**config.mk**
```make
export PLATFORM = sky130hd
export DESIGN_NAME = sm_addsub_pipe
export DESIGN_NICKNAME = d
export VERILOG_FILES = /design/src/rtl/sm_pkg.sv /design/src/rtl/sm_addsub_core.sv /design/src/rtl/sm_addsub_pipe.sv
export SDC_FILE = /design/constraint.sdc
export NUM_CORES = 1
export LEC_CHECK = 0
export ABC_CLOCK_PERIOD_IN_PS = 2600
export CORE_MARGIN = 4
export CORE_UTILIZATION = 42
export CTS_CLUSTER_DIAMETER = 120
export DETAILED_ROUTE_END_ITERATION = 10
export PLACE_DENSITY = 0.68
export SKIP_LAST_GASP = 1
export SLEW_MARGIN = 5
export SYNTH_ARGS = -nofsm -noshare
export SYNTH_HDL_FRONTEND = slang
export SYNTH_SLANG_ARGS = --single-unit
```
**constraint.sdc**
```tcl
create_clock -name clk -period 2.6 [get_ports clk]
set_input_delay 0.52 -clock clk [delete_from_list [all_inputs] [get_ports clk]]
set_output_delay 0.52 -clock clk [all_outputs]
set_load 0.1 [all_outputs]
```
**src/rtl/sm_pkg.sv**
```systemverilog
// Shared constants for the sign-magnitude add/subtract pipeline.
package sm_pkg;

    // Operation select carried with each operand beat
    localparam logic OP_ADD = 1'b0;
    localparam logic OP_SUB = 1'b1;

    // Default widths
    localparam int unsigned DATA_WIDTH_DEF = 4;
    localparam int unsigned CNT_WIDTH_DEF  = 16;

endpackage

```
**src/rtl/sm_addsub_core.sv**
```systemverilog
// Combinational sign-magnitude arithmetic.
// The compare group works on raw operands and feeds the first pipeline stage.
// The combine group works on the registered first-stage fields and produces the result.
module sm_addsub_core
    import sm_pkg::*;
#(
    parameter int unsigned DATA_WIDTH = DATA_WIDTH_DEF
) (
    // Compare group
    input  logic [DATA_WIDTH-1:0] a_i,
    input  logic [DATA_WIDTH-1:0] b_i,
    input  logic                  op_i,
    output logic                  b_sign_eff_o,
    output logic                  a_gt_o,
    output logic                  a_eq_o,
    // Combine group
    input  logic                  a_sign_i,
    input  logic [DATA_WIDTH-2:0] a_mag_i,
    input  logic                  b_sign_i,
    input  logic [DATA_WIDTH-2:0] b_mag_i,
    input  logic                  a_gt_i,
    output logic [DATA_WIDTH:0]   sum_o
);

    localparam int unsigned MagW = DATA_WIDTH - 1;

    logic [MagW-1:0]       a_mag_raw;
    logic [MagW-1:0]       b_mag_raw;
    logic                  a_s;
    logic                  b_s;
    logic                  res_sign;
    logic [DATA_WIDTH-1:0] res_mag;

    // Effective B sign and magnitude compare on the raw operands
    always_comb begin
        a_mag_raw    = a_i[MagW-1:0];
        b_mag_raw    = b_i[MagW-1:0];
        b_sign_eff_o = b_i[DATA_WIDTH-1] ^ (op_i == OP_SUB);
        a_gt_o       = a_mag_raw > b_mag_raw;
        a_eq_o       = a_mag_raw == b_mag_raw;
    end

    // Add or subtract magnitudes; a zero magnitude never carries a minus sign
    always_comb begin
        a_s      = a_sign_i & (a_mag_i != '0);
        b_s      = b_sign_i & (b_mag_i != '0);
        res_sign = 1'b0;
        res_mag  = '0;
        if (a_s == b_s) begin
            res_mag  = {1'b0, a_mag_i} + {1'b0, b_mag_i};
            res_sign = a_s;
        end else if (a_gt_i) begin
            res_mag  = {1'b0, a_mag_i - b_mag_i};
            res_sign = a_s;
        end else begin
            res_mag  = {1'b0, b_mag_i - a_mag_i};
            res_sign = b_s;
        end
        if (res_mag == '0) begin
            res_sign = 1'b0;
        end
        sum_o = {res_sign, res_mag};
    end

endmodule

```
**src/rtl/sm_addsub_pipe.sv**
```systemverilog
// Two-stage valid/ready pipeline around the sign-magnitude add/subtract core,
// with a count of results handed downstream.
module sm_addsub_pipe
    import sm_pkg::*;
#(
    parameter int unsigned DATA_WIDTH = DATA_WIDTH_DEF,
    parameter int unsigned CNT_WIDTH  = CNT_WIDTH_DEF
) (
    input  logic                  clk,
    input  logic                  rst,
    input  logic                  in_valid,
    output logic                  in_ready,
    input  logic [DATA_WIDTH-1:0] a,
    input  logic [DATA_WIDTH-1:0] b,
    input  logic                  op,
    output logic                  out_valid,
    input  logic                  out_ready,
    output logic [DATA_WIDTH:0]   sum,
    output logic                  mag_eq,
    output logic [CNT_WIDTH-1:0]  result_cnt
);

    localparam int unsigned MagW = DATA_WIDTH - 1;

    // Stage 1
    logic            s1_valid_q;
    logic            s1_a_sign_q;
    logic [MagW-1:0] s1_a_mag_q;
    logic            s1_b_sign_q;
    logic [MagW-1:0] s1_b_mag_q;
    logic            s1_a_gt_q;
    logic            s1_a_eq_q;

    // Stage 2
    logic                s2_valid_q;
    logic [DATA_WIDTH:0] sum_q;
    logic                mag_eq_q;

    logic [CNT_WIDTH-1:0] cnt_q, cnt_d;

    logic                b_sign_eff;
    logic                a_gt;
    logic                a_eq;
    logic [DATA_WIDTH:0] core_sum;
    logic                s1_adv;
    logic                s2_adv;

    sm_addsub_core #(
        .DATA_WIDTH (DATA_WIDTH)
    ) u_core (
        .a_i          (a),
        .b_i          (b),
        .op_i         (op),
        .b_sign_eff_o (b_sign_eff),
        .a_gt_o       (a_gt),
        .a_eq_o       (a_eq),
        .a_sign_i     (s1_a_sign_q),
        .a_mag_i      (s1_a_mag_q),
        .b_sign_i     (s1_b_sign_q),
        .b_mag_i      (s1_b_mag_q),
        .a_gt_i       (s1_a_gt_q),
        .sum_o        (core_sum)
    );

    // Stage-advance conditions, input handshake and next counter value
    always_comb begin
        s2_adv   = !s2_valid_q || out_ready;
        s1_adv   = !s1_valid_q || s2_adv;
        in_ready = s1_adv && !rst;
        cnt_d    = cnt_q;
        if (s2_valid_q && out_ready) begin
            cnt_d = cnt_q + CNT_WIDTH'(1);
        end
    end

    // Pipeline registers and result counter
    always_ff @(posedge clk) begin
        if (rst) begin
            s1_valid_q  <= 1'b0;
            s1_a_sign_q <= 1'b0;
            s1_a_mag_q  <= '0;
            s1_b_sign_q <= 1'b0;
            s1_b_mag_q  <= '0;
            s1_a_gt_q   <= 1'b0;
            s1_a_eq_q   <= 1'b0;
            s2_valid_q  <= 1'b0;
            sum_q       <= '0;
            mag_eq_q    <= 1'b0;
            cnt_q       <= '0;
        end else begin
            if (s1_adv) begin
                s1_valid_q <= in_valid;
                if (in_valid) begin
                    s1_a_sign_q <= a[DATA_WIDTH-1];
                    s1_a_mag_q  <= a[MagW-1:0];
                    s1_b_sign_q <= b_sign_eff;
                    s1_b_mag_q  <= b[MagW-1:0];
                    s1_a_gt_q   <= a_gt;
                    s1_a_eq_q   <= a_eq;
                end
            end
            if (s2_adv) begin
                s2_valid_q <= s1_valid_q;
                if (s1_valid_q) begin
                    sum_q    <= core_sum;
                    mag_eq_q <= s1_a_eq_q;
                end
            end
            cnt_q <= cnt_d;
        end
    end

    assign out_valid  = s2_valid_q;
    assign sum        = sum_q;
    assign mag_eq     = mag_eq_q;
    assign result_cnt = cnt_q;

endmodule
```
==> results.md <==
Global route:
- The number of global-route vias before repair is 1374.
- The initial antenna violation count is 0.
- The global routing usage summed across all routing layers is 14.7%.
- Entering global routing, the biggest net connects 36 pins.
- The wire length of the first global-routing pass is 6120 microns.
- Summed over all layers, the global routing overflow is 0.

Yosys:
- Counting flops and latches in the post-synthesis netlist gives 34.
- The number of enable flip-flop cells after synthesis is 0.
- Yosys mapped the design onto 40 distinct sky130hd cell types.
- The post-synthesis cell count is 199.
- The share of the Yosys chip area taken by registers is 39.1%.
- The total standard cell area after synthesis is 1740 sq um.
- By count the netlist is led by sky130_fd_sc_hd__dfxtp_1 (34), sky130_fd_sc_hd__nand2_1 (25), sky130_fd_sc_hd__a21oi_1 (18), sky130_fd_sc_hd__nor2_1 (17).
- Counting flops with an async set or reset pin after synthesis yields a share of 0%.
- The synthesized design devotes to its leading area cell type 39.1% of total area.
- The biggest area contributor in the post-synthesis netlist is sky130_fd_sc_hd__dfxtp_1.
- The Yosys step of the flow raised 0 warnings.
- The most frequent cell after synthesis is sky130_fd_sc_hd__dfxtp_1.
- The number of nets in the synthesized netlist is 225.
- Among all flip-flop cells after synthesis, the most frequent one is sky130_fd_sc_hd__dfxtp_1.
- The mean cell area of the mapped netlist is 8.75 sq um.
- In the post-synthesis netlist, the biggest area contributors are sky130_fd_sc_hd__dfxtp_1 (39%), sky130_fd_sc_hd__ha_1 (7.2%), sky130_fd_sc_hd__nand2_1 (5.4%).

Run status:
- The flow ran to the end, and the final reports show no timing, DRC or antenna violations.

Drt:
- In the routed layout, each cell is associated on average with a via count of 5.04.
- Summed over all layers, the routed wires come to 3700 microns.
- Dividing the detail-routed wire length by the instance count gives 12.7 microns.
- The pre-antenna-repair detailed-routing pass consisted of 4 iterations.
- The count of routing violations after the opening detailed-route iteration is 77.
- The detail route stage leaves a number of antenna-violating nets equal to 0.
- After detailed routing, the number of remaining DRC violations is 0.
- The routed via count is 1463.

Floorplan:
- Row generation in the floorplan step produced 23 rows.
- The die outline width is 72.4 microns.
- The floorplan step defined a die boundary enclosing 5240 sq um.
- The total core area is 4000 sq um.
- The initial core utilization is 43.5%.
- The height of the die is 72.4 microns.
- The I/O pin count is 37.

Power:
- The clock network power share is 35.3%.
- Across the VDD grid, the largest voltage drop is 0.398 mV.
- The internal power consumption is 0.824 mW.
- The sequential share of power is 48.2%.
- In this run switching power makes up 28.2% of total power.
- The net switching power of the design is 0.324 mW.
- The power density relative to cell area is 519 nW/um^2.
- Of the total power, combinational logic draws 16.5%.
- For this design the static power due to leakage is 0.876 nW.

Hold path:
- Along the worst hold path, the cell count comes to 2.
- The worst hold path begins at s1_a_eq_q$_SDFFE_PP0P_.
- The worst min-delay path class is reg2reg.
- The path with the worst hold slack has its endpoint at s1_a_eq_q$_SDFFE_PP0P_.

Clock tree:
- No sink is reached through more buffers than the 2 on the longest clock path.
- The clock latency at the later pin of the worst-skew pair is 280 ps.
- Buffers added to address setup during post-CTS repair amount to 0.
- After clock tree synthesis, the repair step resized 0 gates.
- In this run, post-CTS hold repair placed 0 buffers.
- The H-tree was split into 2 levels.
- The clock transition time at the flip-flop clock pins of the worst setup and hold paths is 70 ps.
- TritonCTS built the clock tree.
- The cell at the root of the clock tree is sky130_fd_sc_hd__clkbuf_8.
- The clock sink total is 34.
- Counting the buffers created by CTS gives 5.

Critical path:
- The critical path is of the in2out type.
- The delay contributed by the slowest stage of the critical path is 500 ps.
- The reg-to-reg endpoint is sum[1]$_SDFFE_PP0P_.
- The reg-to-reg critical path startpoint is s1_a_mag_q[0]$_SDFFE_PP0P_.
- The kind of start point of the critical path is an input pin.
- The critical path starts at out_ready.
- The kind of end point of the critical path is a primary output.
- For this design, the slowest cell found on the critical path is sky130_fd_sc_hd__clkdlybuf4s50_1.
- The worst path required time is 2080 ps.
- The signal on the critical path passes through clkdlybuf4s50_1 > buf_4 > and3b_2 > nor2_2 > buf_12.
- The maximum fanout along the worst path is 6.
- The length in cells of the worst reg-to-reg path is 6.
- Setup slack on the worst reg-to-reg path comes out at 590 ps.
- STA puts the critical path data arrival time at 1710 ps.

Final layout:
- Cells with a size suffix above 1 make up 19.2% of the layout.
- 0 antenna diodes ended up in the layout.
- Relative to the synthesized area, the layout overhead comes to 27.1%.
- After the last flow step, the layout net total stands at 265.

STA:
- The setup TNS is 0 ps.
- The slew at the pin closest to its max-slew limit is 483 ps.
- The final hold slack is 460 ps.
- Setup repair after global routing left no endpoint under its margin.
- The highest clock frequency the design can meet is 449 MHz.
- On the final layout, the worst clock skew is 3.25 ps.
- The worst path uses 85.6% of the clock period.
- The worst pin sits at a relative slew slack of 67.5%.
- Setup violations remaining at the end of the flow were counted as 0.
- The final hold violation count came to 0.
- The max-slew violation count was 0.
- The final critical path time including I/O delays and setup is 2230 ps.

Flow run:
- The number of max-cap violations is 0.

Placed design:
- The post-detailed-placement half-perimeter wirelength is 2710 microns.
- The number of port buffers is 36.
- The final weighted congestion in routability-driven placement is 0.772.
## power groups by stage
stage / combinational (mW) / clock [mW] / sequential (mW)
final: 0.189 / 0.406 / 0.553
after global routing: 0.206 / 0.432 / 0.556
after CTS: 0.191 / 0.418 / 0.554
after detailed placement: 0.190 / 0 / 0.565
after global placement: 0.188 / 0 / 0.565
after floorplan: 0.0923 / 0 / 0.603
## cell usage in the layout, fill, tap and decap left out, types with 2 or more instances in the layout
cell type	Yosys	final
sky130_fd_sc_hd__dfxtp_1	34	34
sky130_fd_sc_hd__buf_4	0	27
sky130_fd_sc_hd__nand2_1	25	25
sky130_fd_sc_hd__a21oi_1	18	18
sky130_fd_sc_hd__nor2_1	17	16
sky130_fd_sc_hd__clkdlybuf4s50_1	0	12
sky130_fd_sc_hd__inv_1	10	10
sky130_fd_sc_hd__ha_1	10	10
sky130_fd_sc_hd__xor2_1	8	8
sky130_fd_sc_hd__nand3_1	7	7
sky130_fd_sc_hd__xnor2_1	6	6
sky130_fd_sc_hd__o31ai_1	6	6
sky130_fd_sc_hd__clkbuf_8	0	6
sky130_fd_sc_hd__or4_1	4	4
sky130_fd_sc_hd__nor2b_1	3	3
sky130_fd_sc_hd__a211oi_1	3	3
sky130_fd_sc_hd__mux2i_1	3	3
sky130_fd_sc_hd__nand2b_1	3	3
sky130_fd_sc_hd__fa_1	3	3
sky130_fd_sc_hd__nand3_2	2	2
sky130_fd_sc_hd__nor4_1	2	2
sky130_fd_sc_hd__and3_2	2	2
sky130_fd_sc_hd__and3_1	2	2
sky130_fd_sc_hd__or3_1	2	2
sky130_fd_sc_hd__o21ai_0	2	2
sky130_fd_sc_hd__o21a_1	2	2
sky130_fd_sc_hd__o211ai_1	2	2
sky130_fd_sc_hd__mux2_2	2	2
sky130_fd_sc_hd__nand4_1	2	2
## flip-flops by register name, indices dropped and copies added, names as in the netlist
register     cells
sum              5
mag_eq           1
s1_valid_q       1
s1_a_eq_q        1
out_valid        1
result_cnt      16
s1_a_gt_q        1
s1_b_mag_q       3
s1_b_sign_q      1
s1_a_mag_q       3
s1_a_sign_q      1
## logic make-up after synthesis
kind of cell               after synthesis  share of synthesized area [%]
buffers and inverters                   17                           3.74
and+or+nand+nor                         80                           23.8
DFF                                     34                           39.1
AOI/OAI and AO/OA                       36                           12.7
xor gates and xnor gates                14                           7.05
muxes                                    5                           3.02
adders and majority gates               13                           10.6
## metal layers
| metal | routed length (microns) | global-route usage (%) | vias up |
|---|---|---|---|
| li1 | - | - | 770 |
| met1 | 1820 | 19.7 | 658 |
| met2 | 1630 | 23.0 | 29 |
| met3 | 196 | 4.43 | 6 |
| met4 | 50 | 4.30 | 0 |
| met5 | 0 | 0 | - |
## per-stage QoR
step | instances | worst slack (ps) | area, sq um | util (%) | power (mW)
floorplan | 199 | 159 | 1740 | - | 0.695
global placement | 282 | 241 | 2120 | 53.0 | 0.753
detailed placement | 282 | 225 | 2120 | 53.0 | 0.756
CTS | 290 | 365 | 2210 | 55.3 | 1.16
global route | 290 | 319 | 2210 | 55.3 | 1.19
finish | 290 | 375 | 2210 | 55.3 | 1.15
## how the worst max path moves through the flow
stage                                             end  slack, ps  cells after the start
after floorplan           result_cnt[13]$_SDFFE_PP0P_        160                      5
after global placement    result_cnt[13]$_SDFFE_PP0P_        240                      5
after detailed placement  result_cnt[13]$_SDFFE_PP0P_        220                      5
after CTS                                    in_ready        370                      5
after global routing                         in_ready        320                      5
final                                        in_ready        370                      5
## critical path, delay by kind of cell
family,cells,cell delay [ps]
buffers and inverters,3,830
AND/OR/NAND/NOR,2,350
## area by class of cell
cell class / count / area [sq um]
fill: 380 / 1790
multi-input combinational: 148 / 997
sequential: 34 / 681
timing repair buffer: 40 / 343
clock buffer: 7 / 86.3
tap: 50 / 62.6
inverter: 10 / 37.5
clock inverter: 1 / 5.00
(Power assumes the default switching activity.)
